**src/rtl/alu_sequencer.sv**
```systemverilog
// Sequences one conditional ALU operation at a time: accept, evaluate the ARM
// condition, drive the external ALU for one cycle, then hold the response.
module alu_sequencer #(
  parameter int TAG_W = 4
) (
  input  logic             clk,
  input  logic             rst_n,
  input  logic             req_valid,
  output logic             req_ready,
  input  logic [4:0]       req_uop,
  input  logic [31:0]      req_lhs,
  input  logic [31:0]      req_rhs,
  input  logic [3:0]       req_cond,
  input  logic             req_setflags,
  input  logic [TAG_W-1:0] req_rd,
  output logic [4:0]       alu_uop,
  output logic [31:0]      alu_lhs,
  output logic [31:0]      alu_rhs,
  input  logic [31:0]      alu_out,
  input  logic [3:0]       alu_flags,
  output logic             rsp_valid,
  input  logic             rsp_ready,
  output logic [31:0]      rsp_data,
  output logic [TAG_W-1:0] rsp_rd,
  output logic             rsp_we,
  output logic [3:0]       flags_q,
  output logic             busy
);

  localparam logic [1:0] ST_IDLE = 2'd0;
  localparam logic [1:0] ST_EXEC = 2'd1;
  localparam logic [1:0] ST_RESP = 2'd2;

  localparam logic [4:0] UOP_CMP = 5'd5;

  logic [1:0]       r_state;
  logic [4:0]       r_uop;
  logic [31:0]      r_lhs;
  logic [31:0]      r_rhs;
  logic [TAG_W-1:0] r_rd;
  logic             r_setflags;
  logic [3:0]       r_flags;
  logic [31:0]      r_rsp_data;
  logic             r_rsp_we;

  logic w_cond_pass;
  logic w_uop_valid;
  logic w_flag_load;
  logic w_exec;

  // Flags are packed [Z,C,N,V] with Z in bit 3.
  function automatic logic cond_eval(input logic [3:0] cond, input logic [3:0] f);
    logic z, c, n, v;
    z = f[3];
    c = f[2];
    n = f[1];
    v = f[0];
    case (cond)
      4'd0:    cond_eval = z;
      4'd1:    cond_eval = !z;
      4'd2:    cond_eval = c;
      4'd3:    cond_eval = !c;
      4'd4:    cond_eval = n;
      4'd5:    cond_eval = !n;
      4'd6:    cond_eval = v;
      4'd7:    cond_eval = !v;
      4'd8:    cond_eval = c && !z;
      4'd9:    cond_eval = !c || z;
      4'd10:   cond_eval = (n == v);
      4'd11:   cond_eval = (n != v);
      4'd12:   cond_eval = !z && (n == v);
      4'd13:   cond_eval = z || (n != v);
      4'd14:   cond_eval = 1'b1;
      default: cond_eval = 1'b0;
    endcase
  endfunction

  assign w_cond_pass = cond_eval(req_cond, r_flags);
  assign w_uop_valid = (r_uop >= 5'd1) && (r_uop <= 5'd8);
  assign w_flag_load = w_uop_valid && (r_setflags || (r_uop == UOP_CMP));
  assign w_exec      = (r_state == ST_EXEC);

  // NOTE: every register here is updated with <= so all of them sample the
  // pre-edge values of each other; a blocking = would create order-dependent races.
  always_ff @(posedge clk or negedge rst_n) begin
    if (!rst_n) begin
      r_state    <= ST_IDLE;
      r_uop      <= '0;
      r_lhs      <= '0;
      r_rhs      <= '0;
      r_rd       <= '0;
      r_setflags <= 1'b0;
      r_flags    <= '0;
      r_rsp_data <= '0;
      r_rsp_we   <= 1'b0;
    end else begin
      case (r_state)
        ST_IDLE: begin
          if (req_valid) begin
            r_uop      <= req_uop;
            r_lhs      <= req_lhs;
            r_rhs      <= req_rhs;
            r_rd       <= req_rd;
            r_setflags <= req_setflags;
            if (w_cond_pass) begin
              r_state <= ST_EXEC;
            end else begin
              // Skipped operation: answer at once with an empty, non-writing response.
              r_state    <= ST_RESP;
              r_rsp_data <= '0;
              r_rsp_we   <= 1'b0;
            end
          end
        end
        ST_EXEC: begin
          r_rsp_data <= alu_out;
          r_rsp_we   <= w_uop_valid && (r_uop != UOP_CMP);
          if (w_flag_load) r_flags <= alu_flags;
          r_state <= ST_RESP;
        end
        ST_RESP: begin
          if (rsp_ready) r_state <= ST_IDLE;
        end
        default: r_state <= ST_IDLE;
      endcase
    end
  end

  // rst_n gates req_ready directly so nothing is offered while reset is held.
  assign req_ready = (r_state == ST_IDLE) && rst_n;
  assign busy      = (r_state != ST_IDLE);
  assign rsp_valid = (r_state == ST_RESP);
  assign rsp_data  = r_rsp_data;
  assign rsp_rd    = r_rd;
  assign rsp_we    = r_rsp_we;
  assign flags_q   = r_flags;

  assign alu_uop = w_exec ? r_uop : 5'd0;
  assign alu_lhs = w_exec ? r_lhs : 32'd0;
  assign alu_rhs = w_exec ? r_rhs : 32'd0;

endmodule

```
**config.mk**
```make
export PLATFORM = sky130hd
export DESIGN_NAME = alu_sequencer
export DESIGN_NICKNAME = d
export VERILOG_FILES = /design/src/rtl/alu_sequencer.sv
export SDC_FILE = /design/constraint.sdc
export NUM_CORES = 1
export LEC_CHECK = 0
export BUFFER_PORTS_ARGS = -buffer_cell sky130_fd_sc_hd__buf_2
export CAP_MARGIN = 20
export CORE_MARGIN = 2
export CORE_UTILIZATION = 30
export CTS_BUF_LIST = sky130_fd_sc_hd__clkbuf_16
export DETAILED_ROUTE_END_ITERATION = 8
export HOLD_SLACK_MARGIN = 0.06
export PLACE_DENSITY = 0.53
export SKIP_LAST_GASP = 1
export SLEW_MARGIN = 30
export SYNTH_ARGS = -nofsm -noshare
export SYNTH_HDL_FRONTEND = slang
export SYNTH_SLANG_ARGS = --single-unit
```
**constraint.sdc**
```tcl
create_clock -name clk -period 1.7 [get_ports clk]
set_input_delay 0.255 -clock clk [delete_from_list [all_inputs] [get_ports clk]]
set_output_delay 0.255 -clock clk [all_outputs]
set_load 0.05 [all_outputs]
```
* Word level (Yosys, flattened, before mapping)
Index checks and enable logic that the tools add are counted.
** Word-level totals
- Flip-flop bits (word level) :: 113
- Logic and storage cells :: 69
- Input bits :: 118
- Output and inout port bits :: 113
** Operators by class
- $lt $le $gt $ge :: 2
- Multiplexer cells :: 14
- Reductions and logical operators :: 21
- Equal/unequal tests :: 23
** Operators by type and width (count)
- 2-to-1 mux 32 bit :: 4
- one-hot mux 32 bit (2 select lines) :: 1
- equality test 4 bit (second input constant) :: 7
- equality test 4 x 3 -> 1 bit (second input constant) :: 4
- one-hot mux 1 bit (15 select lines) :: 1
- equality test 4 x 2 -> 1 bit (second input constant) :: 2
- logical AND 1 bit :: 6
- 2-to-1 mux 2 bit :: 3
- one-hot mux 2 bit (3 select lines) :: 1
- AND reduction 2 bit :: 3
- equality test 5 x 3 -> 1 bit (second input constant) :: 1
- >= comparator 5 x 1 -> 1 bit (second input constant) :: 1
- <= comparator 5 x 4 -> 1 bit (second input constant) :: 1
- 2-to-1 mux 5 bit :: 1
- inequality test 5 x 3 -> 1 bit (second input constant) :: 1
- equality test 4 x 1 -> 1 bit (second input constant) :: 1
- zero test 1 bit :: 4
- zero test 4 bit :: 1
- inequality test 2 bit (second input constant) :: 2
- nonzero test 2 bit :: 2
- logical OR 1 bit :: 3
- AND reduction 3 bit :: 1
- equality test 2 x 1 -> 1 bit (second input constant) :: 1
- equality test 2 bit (second input constant) :: 1
- other kinds (6) :: 7

* Longest topological paths before layout
Gate-level depths: netlist of the first run.
- Word-level depth :: 6
- Depth in mapped cells :: 6

* Worst setup path after synthesis of the first run
OpenSTA, ideal clock, no wires.
- Kind :: register to register
- From :: register r_flags[1], in the netlist flags_q[1]
- To :: register r_rsp_data[10], in the netlist rsp_data[10]
- Arrival :: 1.942 ns
- Clock period less this slack :: 2.080 ns
- Slack :: -0.380 ns
- Required time :: 1.562 ns
- Stages on the path, launching flop included :: 6
- Path buffers :: 1
- Cells stage by stage :: dfrtp_1 > mux2_4 > a22o_1 > a2111oi_4 > buf_6 > a31oi_1
** On the way
- Cells in the longest elaborated chain, start to end :: 5
- Elaborated cells on any way between the ends :: 8
** Ends and longest elaborated chain
- from (decl) :: RTL line 42 : logic [3:0] r_flags;
- from (signal assigned) :: RTL line 118 : if (w_flag_load) r_flags <= alu_flags;
- inequality test 1 bit / equality test 1 bit (equally long branches)
- logical OR 1 bit / logical AND 1 bit (equally long branches) :: RTL line 72, 71
- one-hot mux 1 bit (15 select lines) (*) :: RTL line 58 : case (cond)
- inequality test 2 bit (no line) (*)
- AND reduction 3 bit (no line) (*)
- to (signal assigned) :: RTL line 116 : r_rsp_data <= alu_out;
- to (decl) :: RTL line 43 : logic [31:0] r_rsp_data;
Every way passes the cells marked *; elsewhere a longest branch is shown, timed or not.
A chain may end at the register's enable or synchronous reset.

* Worst setup path after layout of the first run
- From :: register r_flags[0], in the netlist flags_q[0]
- To :: register r_rsp_data[18], in the netlist rsp_data[18]
Same word-level chain as after synthesis.

==> impl_results.md, run 1 <==
- CTS H-tree depth: 4
- Area of the multi-input gates: 3533 um^2
- Slew @ Worst Pin: 0.7243 ns
- ANT nets after route: 0
- Final nets: roughly 960
- GRT overflow: 0
- Power per Cell Area: roughly 1900 nW/um^2
- Core ar.: ~19000 um^2
- Synthesis warning total: 0
- First-pass iteration count of the detailed router: 4
- Synth cell types: 42
- Largest net degree at the start of global routing: about 110
- DR vias/cell: between 5 and 6
- Die area: slightly above 20000 um^2
- Fmax: between 500 and 600 MHz
- Residual DRC: 0
- Detailed Route Iter0 Violations: slightly below 200
- Via count: 5504
- Largest area contributor in the netlist: dfrtp_1
- Yosys reg bits: 113
- CP endpoint kind: flop
- Slew HR: about half
- Fin. Hold Viols: 0
- Worst hold slack: approximately 0.078 ns
- HPWL after DPL: 11.29 mm
- Synthesized cell area: roughly 5700 um^2
- Gr usage total: between 10% and 20%
- Most frequent cells in the layout: 157 x buf_2, 108 x dfrtp_1, 77 x buf_8
- Site Rows: 50
- Root buffer cell: clkbuf_16
- Worst hold path type: input port to flop
- Height of the chip: roughly 140 um
- Period minus WS final: around 2 ns
- Peak supply drop: between 900 and 1000 uV
- Drt total wl: about 21 mm
- Vias in the first global route: just under 6000
- Number of port buffers: 230
- Register area share after synthesis: about half
- Fin crit share: 116.9%
- I/O pins: between 200 and 250
- Number of fillers in the final layout: 1501
- CP startpoint kind: flop
- Max cap viols: 0
- Status: finished, violations left
- Leakage Power: 4.974 nW
- Max Slew Vio Count: 0
- Most common cell after layout, fill and taps aside: buf_2
- Initial antenna violation count: 3
- Kind of critical path: flop to flop
- R2R Setup Slk: -0.29 ns
- Synth area leaders: dfrtp_1 49%, mux2_2 15%, and2_1 7.5%
- Worst Path Required: ~2.0 ns
- Skew final: 0.006977 ns
- TritonCTS Buffers: 17
- First-pass GRT wire length: just over 30 mm
- Share of cells above drive strength 1: ~67%
- CTS tree: built
- Area Overhead vs Synth: 90.00%
- Syn_nets: ~640
- Setup total negative slack: -34.08 ns
- RSZ-0062 raised after global routing: true
- Avg WL per Cell: 19.45 um
- Worst-path fanout max: 7
- Clk sinks: approximately 110
- Register Area: roughly 2800 um^2
- Critical path data arrival time: between 2 and 2.5 ns
- Die Wd: approximately 140 um
- Final worst slack: -0.2881 ns
- Clk_lat worst skew: 0.41 ns
- Synth top area share: about half
- Avg Inst Size Synth: around 11 um^2
- Finish-stage setup viols: 180
- Clock-pin slew on the worst setup and hold paths: 0.06 ns
- Placer Congestion: about 0.76
- Mapped Cells: a little over 500
- CTS Buffer Depth: 2
- Failing checks: negative setup slack
- Initial core utilization: between 30% and 40%
## state kept, by name, summed over array words and instances (netlist names)
register,flops
r_uop,5
r_lhs,32
rsp_data,32
r_rhs,32
rsp_we,1
flags_q,4
r_setflags,1
rsp_rd,4
r_state,2
## worst paths after layout
kind,start,cells after the start,to
setup / recovery,flags_q[0],6,rsp_data[18]
hold / removal,req_lhs[6],2,r_lhs[6]
setup reg to reg,flags_q[0],6,rsp_data[18]
hold reg to reg,rsp_rd[3],1,rsp_rd[3]
max in group asynchronous,rst_n,3,flags_q[2]
min in group asynchronous,rst_n,3,rsp_data[25]
## logic make-up (layout without fill, tap and decap cells)
group                     Yosys count  in the layout  share of synthesized area (%)
and+or+nand+nor                   131            131                          14.53
AOI/OAI and AO/OA                 143            143                          15.89
muxes                              80             80                          15.80
DFF                               113            113                          49.45
other                               0              2                              0
xor gates and xnor gates            2              2                         0.3064
buffers and inverters              49            382                          4.026
## Yosys cell counts, drive strengths merged
| library cell | number |
|---|---|
| nor4b | 1 |
| or3b | 2 |
| nor3 | 2 |
| nor3b | 1 |
| xnor2 | 1 |
| xor2 | 1 |
| nor2b | 4 |
| mux2 | 79 |
| o21ai | 2 |
| a2111oi | 1 |
| o2bb2ai | 1 |
| a22o | 1 |
| o21ba | 1 |
| a311o | 1 |
| or2 | 33 |
| a211oi | 32 |
| and3b | 1 |
| nand2 | 2 |
| and3 | 1 |
| o21bai | 1 |
| or4b | 1 |
| o31a | 2 |
| nand2b | 1 |
| nand4b | 1 |
| a31oi | 33 |
| buf | 19 |
| a311oi | 1 |
| nor4 | 2 |
| inv | 3 |
| nor4bb | 2 |
| clkbuf | 27 |
| mux2i | 1 |
| nand3b | 2 |
| dfrtp | 113 |
| a41oi | 1 |
| a21oi | 66 |
| nor2 | 5 |
| and4b | 1 |
| and2 | 69 |
## stage by stage
step	cell area, um^2	setup WS [ns]	std cells	total power, mW	util, %
global route	10860	-0.3448	1086	21.35	58.07
CTS	10260	-0.2928	1079	19.25	54.85
detailed placement	7610	-0.2837	973	12.99	40.68
finish	10860	-0.2881	1087	20.40	58.08
global placement	7610	-0.1885	973	12.75	40.68
floorplan	5918	-0.2114	518	10.79	-
## cell type report
class                           instances  area share [%]
Inverter                                3          0.1037
Tap cell                              234           2.695
Clock inverter                         15           1.463
Timing Repair Buffer                  347           33.17
Antenna cell                            2         0.04607
Multi-Input combinational cell        356           32.52
Clock buffer                           17           3.916
Sequential cell                       113           26.09
## power breakdown
part,internal [mW],switching (mW),total (mW)
combinational,5.73,6.18,11.9
clock,2.17,1.37,3.54
sequential,4.06,0.891,4.95
total,12.0,8.44,20.4
## worst max-delay path, stage by stage (launching register included)
cell,delay (ns)
dfrtp_2,0.41
or4b_4,0.54
a311oi_4,0.36
a2111oi_4,0.08
buf_6,0.18
buf_12,0.16
a31oi_2,0.17
## routing by layer
metal  part of all wire [%]  global-route usage, %
met5                  0.052                      0
met1                     39                  23.47
met3                    6.2                  5.720
met2                     53                  34.73
met4                    2.0                  6.789
## what timing repair did
item	in CTS	in global routing
hold endpoints to repair	143	1
resized for setup	297	97
buffers inserted	24	5
setup endpoints to repair	175	185
gates cloned	19	6
hold buffers	31	1
pin swaps	15	28
Power figures use the tool's default switching activity.
==> inputs of run 2 (changes only) <==
Settings changed: ABC_AREA set to 1, PLACE_DENSITY 0.53 to 0.55.
==> impl_results.md, run 2 <==
- DR vias/cell: 4.318 (-15%)
- Slew HR: 58.65% (+6.9 points)
- GRT overflow: 0 (unchanged)
- CP delay by family, top: buffers and inverters
- Worst Setup SP: r_state[1]
- Avg WL per Cell: 13.18 um (-32%)
- Yosys reg bits: 113 (unchanged)
- Height of the chip: 131.7 um (-7.3%)
- Largest area contributor in the netlist: dfrtp_1
- Final nets: 995 (+4.1%)
- Status: finished, violations left
- Kind of critical path: flop to output pin
- Clk_lat worst skew: 0.40 ns (about the same)
- CTS H-tree depth: 4 (unchanged)
- Fin. Hold Viols: 0 (unchanged)
- CP bufs+invs: 3 (+1)
- Slowest-stage cell, CP: dfrtp_2
- Peak supply drop: 1084 uV (+16%)
- Die area: 17350 um^2 (-14%)
- Cell area after layout: 8154 um^2 (-25%)
- Site Rows: 46 (-8.0%)
- Power per Cell Area: 2047 nW/um^2 (+9.0%)
- Final worst slack: -0.1299 ns (+0.1582 ns)
- Worst-path fanout max: 17 (+10)
- Clock-pin slew on the worst setup and hold paths: 0.05 ns (about the same)
- Most common cell after layout, fill and taps aside: buf_2
- Slew @ Worst Pin: 0.6202 ns (-0.1041 ns)
- RSZ-0062 raised after global routing: true
- Core ar.: 15940 um^2 (-15%)
- Syn_nets: 724 (+14%)
- Share of cells above drive strength 1: 41.73% (-25 points)
- Synthesized cell area: 4895 um^2 (-14%)
- First-pass iteration count of the detailed router: 4 (unchanged)
- CP max stage delay: 0.43 ns (-0.11 ns)
- Period minus WS final: 1.830 ns (-0.1582 ns)
- HP Start: alu_out[21]
- Top_reg_cell synth: dfrtp_1
- Initial antenna violation count: 0 (-3)
- Leakage Power: 4.410 nW (-11%)
- Detailed Route Iter0 Violations: 277 (+42%)
- Clk sinks: 113 (unchanged)
- Failing checks: negative setup slack
- Root buffer cell: clkbuf_16
- Most frequent cells in the layout: 158 x buf_2, 122 x nand2_1, 109 x dfrtp_1
- Mapped Cells: 606 (+17%)
- Initial core utilization: 30.70% (+0.13 points)
- ANT cells: 0 (-2)
- R2R Path Start: r_state[1]
- Residual DRC: 0 (unchanged)
- Skew final: 0.004240 ns (-0.002737 ns)
- CTS tree: built
- Vias in the first global route: 4868 (-16%)
- Register area share after synthesis: 57.77% (+8.3 points)
- HPWL after DPL: 8.923 mm (-21%)
- CP endpoint kind: output pin
- Via count: 4771 (-13%)
- Max Slew Vio Count: 0 (unchanged)
- Synth area leaders: dfrtp_1 58%, nor2_1 12%, nand2_1 9.4%
- CP startpoint kind: flop
- Placer Congestion: 0.8217 (+7.7%)
- Synthesis warning total: 0 (unchanged)
- Worst path cell trace: nor2_4, inv_8, buf_12, nor2_2, buf_6
- Worst Path Required: 1.44 ns (-0.59 ns)
- First-pass GRT wire length: 24.27 mm (-22%)
- Async SR Flop Fraction: 100.0% (unchanged)
- Critical path data arrival time: 1.57 ns (-0.74 ns)
- Commonest cells in the netlist: 153 x nor2_1, 123 x nand2_1, 113 x dfrtp_1, 82 x inv_1, 75 x a21oi_1
- Fmax: 546.5 MHz (+8.6%)
- Place WS: 0.01955 ns (+0.3032 ns)
- Number of port buffers: 230 (unchanged)
- Finish-stage setup viols: 69 (-62%)
- Max cap viols: 0 (unchanged)
- ANT nets after route: 0 (unchanged)
- Fin crit share: 107.6% (-9.3 points)
- EDFF count, synth: 0 (unchanged)
- Drt total wl: 14.56 mm (-31%)
- Synth top area share: 57.77% (+8.3 points)
- Die Wd: 131.7 um (-7.3%)
- Largest net degree at the start of global routing: 114 (unchanged)
- Cell with the most instances after synthesis: nor2_1
- I/O pins: 231 (unchanged)
- TritonCTS Buffers: 17 (unchanged)
- Synth cell types: 20 (-52%)
- Number of fillers in the final layout: 1491 (-0.67%)
- CTS Buffer Depth: 2 (unchanged)
- Worst hold path type: input port to flop
- Gr usage total: 17.30% (-2.6 points)
- Avg Inst Size Synth: 8.077 um^2 (-27%)
- Placed cell area: 6424 um^2 (-16%)
- Area Overhead vs Synth: 66.59%
==> run 2: cell count changes after synthesis, sizes merged, moves of 4 or more <==
cell,before,now
nor2,5,154
a21oi,66,77
nor2b,4,0
and2,69,0
clkbuf,27,15
buf,19,13
a31oi,33,0
a211oi,32,0
mux2,79,4
nand3,0,11
nand2,2,129
inv,3,84
or2,33,0
==> run 2: stage by stage <==
step	utilization [%]	hold WS [ns]	std cells	TNS, ns	total power, mW
2_1_floorplan	-	-0.04059	606	-6.206	10.13
3_3_place_gp	40.29	0.4149	1034	0	11.82
3_5_place_dp	40.29	0.3983	1034	0	11.88
4_1_cts	50.84	0.06019	1105	-7.581	16.68
5_1_grt	51.15	0.06398	1105	-12.83	17.75
6_report	51.15	0.07963	1105	-6.794	16.69
==> run 2: routing by layer <==
| layer | up-vias | track usage (%) | wire length [um] |
|---|---|---|---|
| li1 | 2380 | - | - |
| met1 | 2188 | 22.08 | 6395 |
| met2 | 185 | 27.14 | 6759 |
| met3 | 18 | 6.305 | 1206 |
| met4 | 0 | 6.159 | 202 |
| met5 | - | 0 | 0 |
==> run 2: area by class of cell <==
cell class	count	area, um^2	area share, %
clock inverter	14	148.9	1.826
clock buffer	17	425.4	5.217
timing repair buffer	279	2195	26.91
inverter	84	322.8	3.959
sequential	113	2833	34.74
tap	216	270.3	3.314
multi-input combinational	382	1959	24.03
==> run 2: cells by family (layout without fill, tap and decap cells) <==
logic type             count (synthesis)  in the layout  share of synthesized area (%)
AOI/OAI and AO/OA                     79             79                          8.282
buffers and inverters                112            394                          9.279
DFF                                  113            113                          57.77
muxes                                  4              4                         0.9202
and+or+nand+nor                      298            299                          23.75
==> run 2: worst paths after layout <==
kind	slack (ns)	depth (start not counted)	end
worst max-delay path	-0.13	5	alu_lhs[7]
worst min-delay path	0.08	3	rsp_data[21]
worst max register to register	0.09	8	rsp_data[9]
worst min register to register	0.47	2	rsp_data[31]
max in group asynchronous	0.74	3	flags_q[2]
min in group asynchronous	0.47	3	rsp_data[16]
==> run 2: worst min-delay path, stage by stage <==
cell and delay [ns]:
buf_2 0.08, nand2_1 0.05, nand2_1 0.06
==> run 2: report_power, final <==
part,switching [mW],internal [mW]
sequential,0.504,3.98
combinational,6.16,2.56
clock,1.23,2.26
total,7.90,8.80
==> run 2: timing repair <==
action,CTS,global route
pin swaps,1,2
hold buffers,30,0
endpoints found under the hold margin,142,0
endpoints found under the setup margin,71,105
buffers inserted,6,0
gates cloned,4,1
resized for setup,217,10
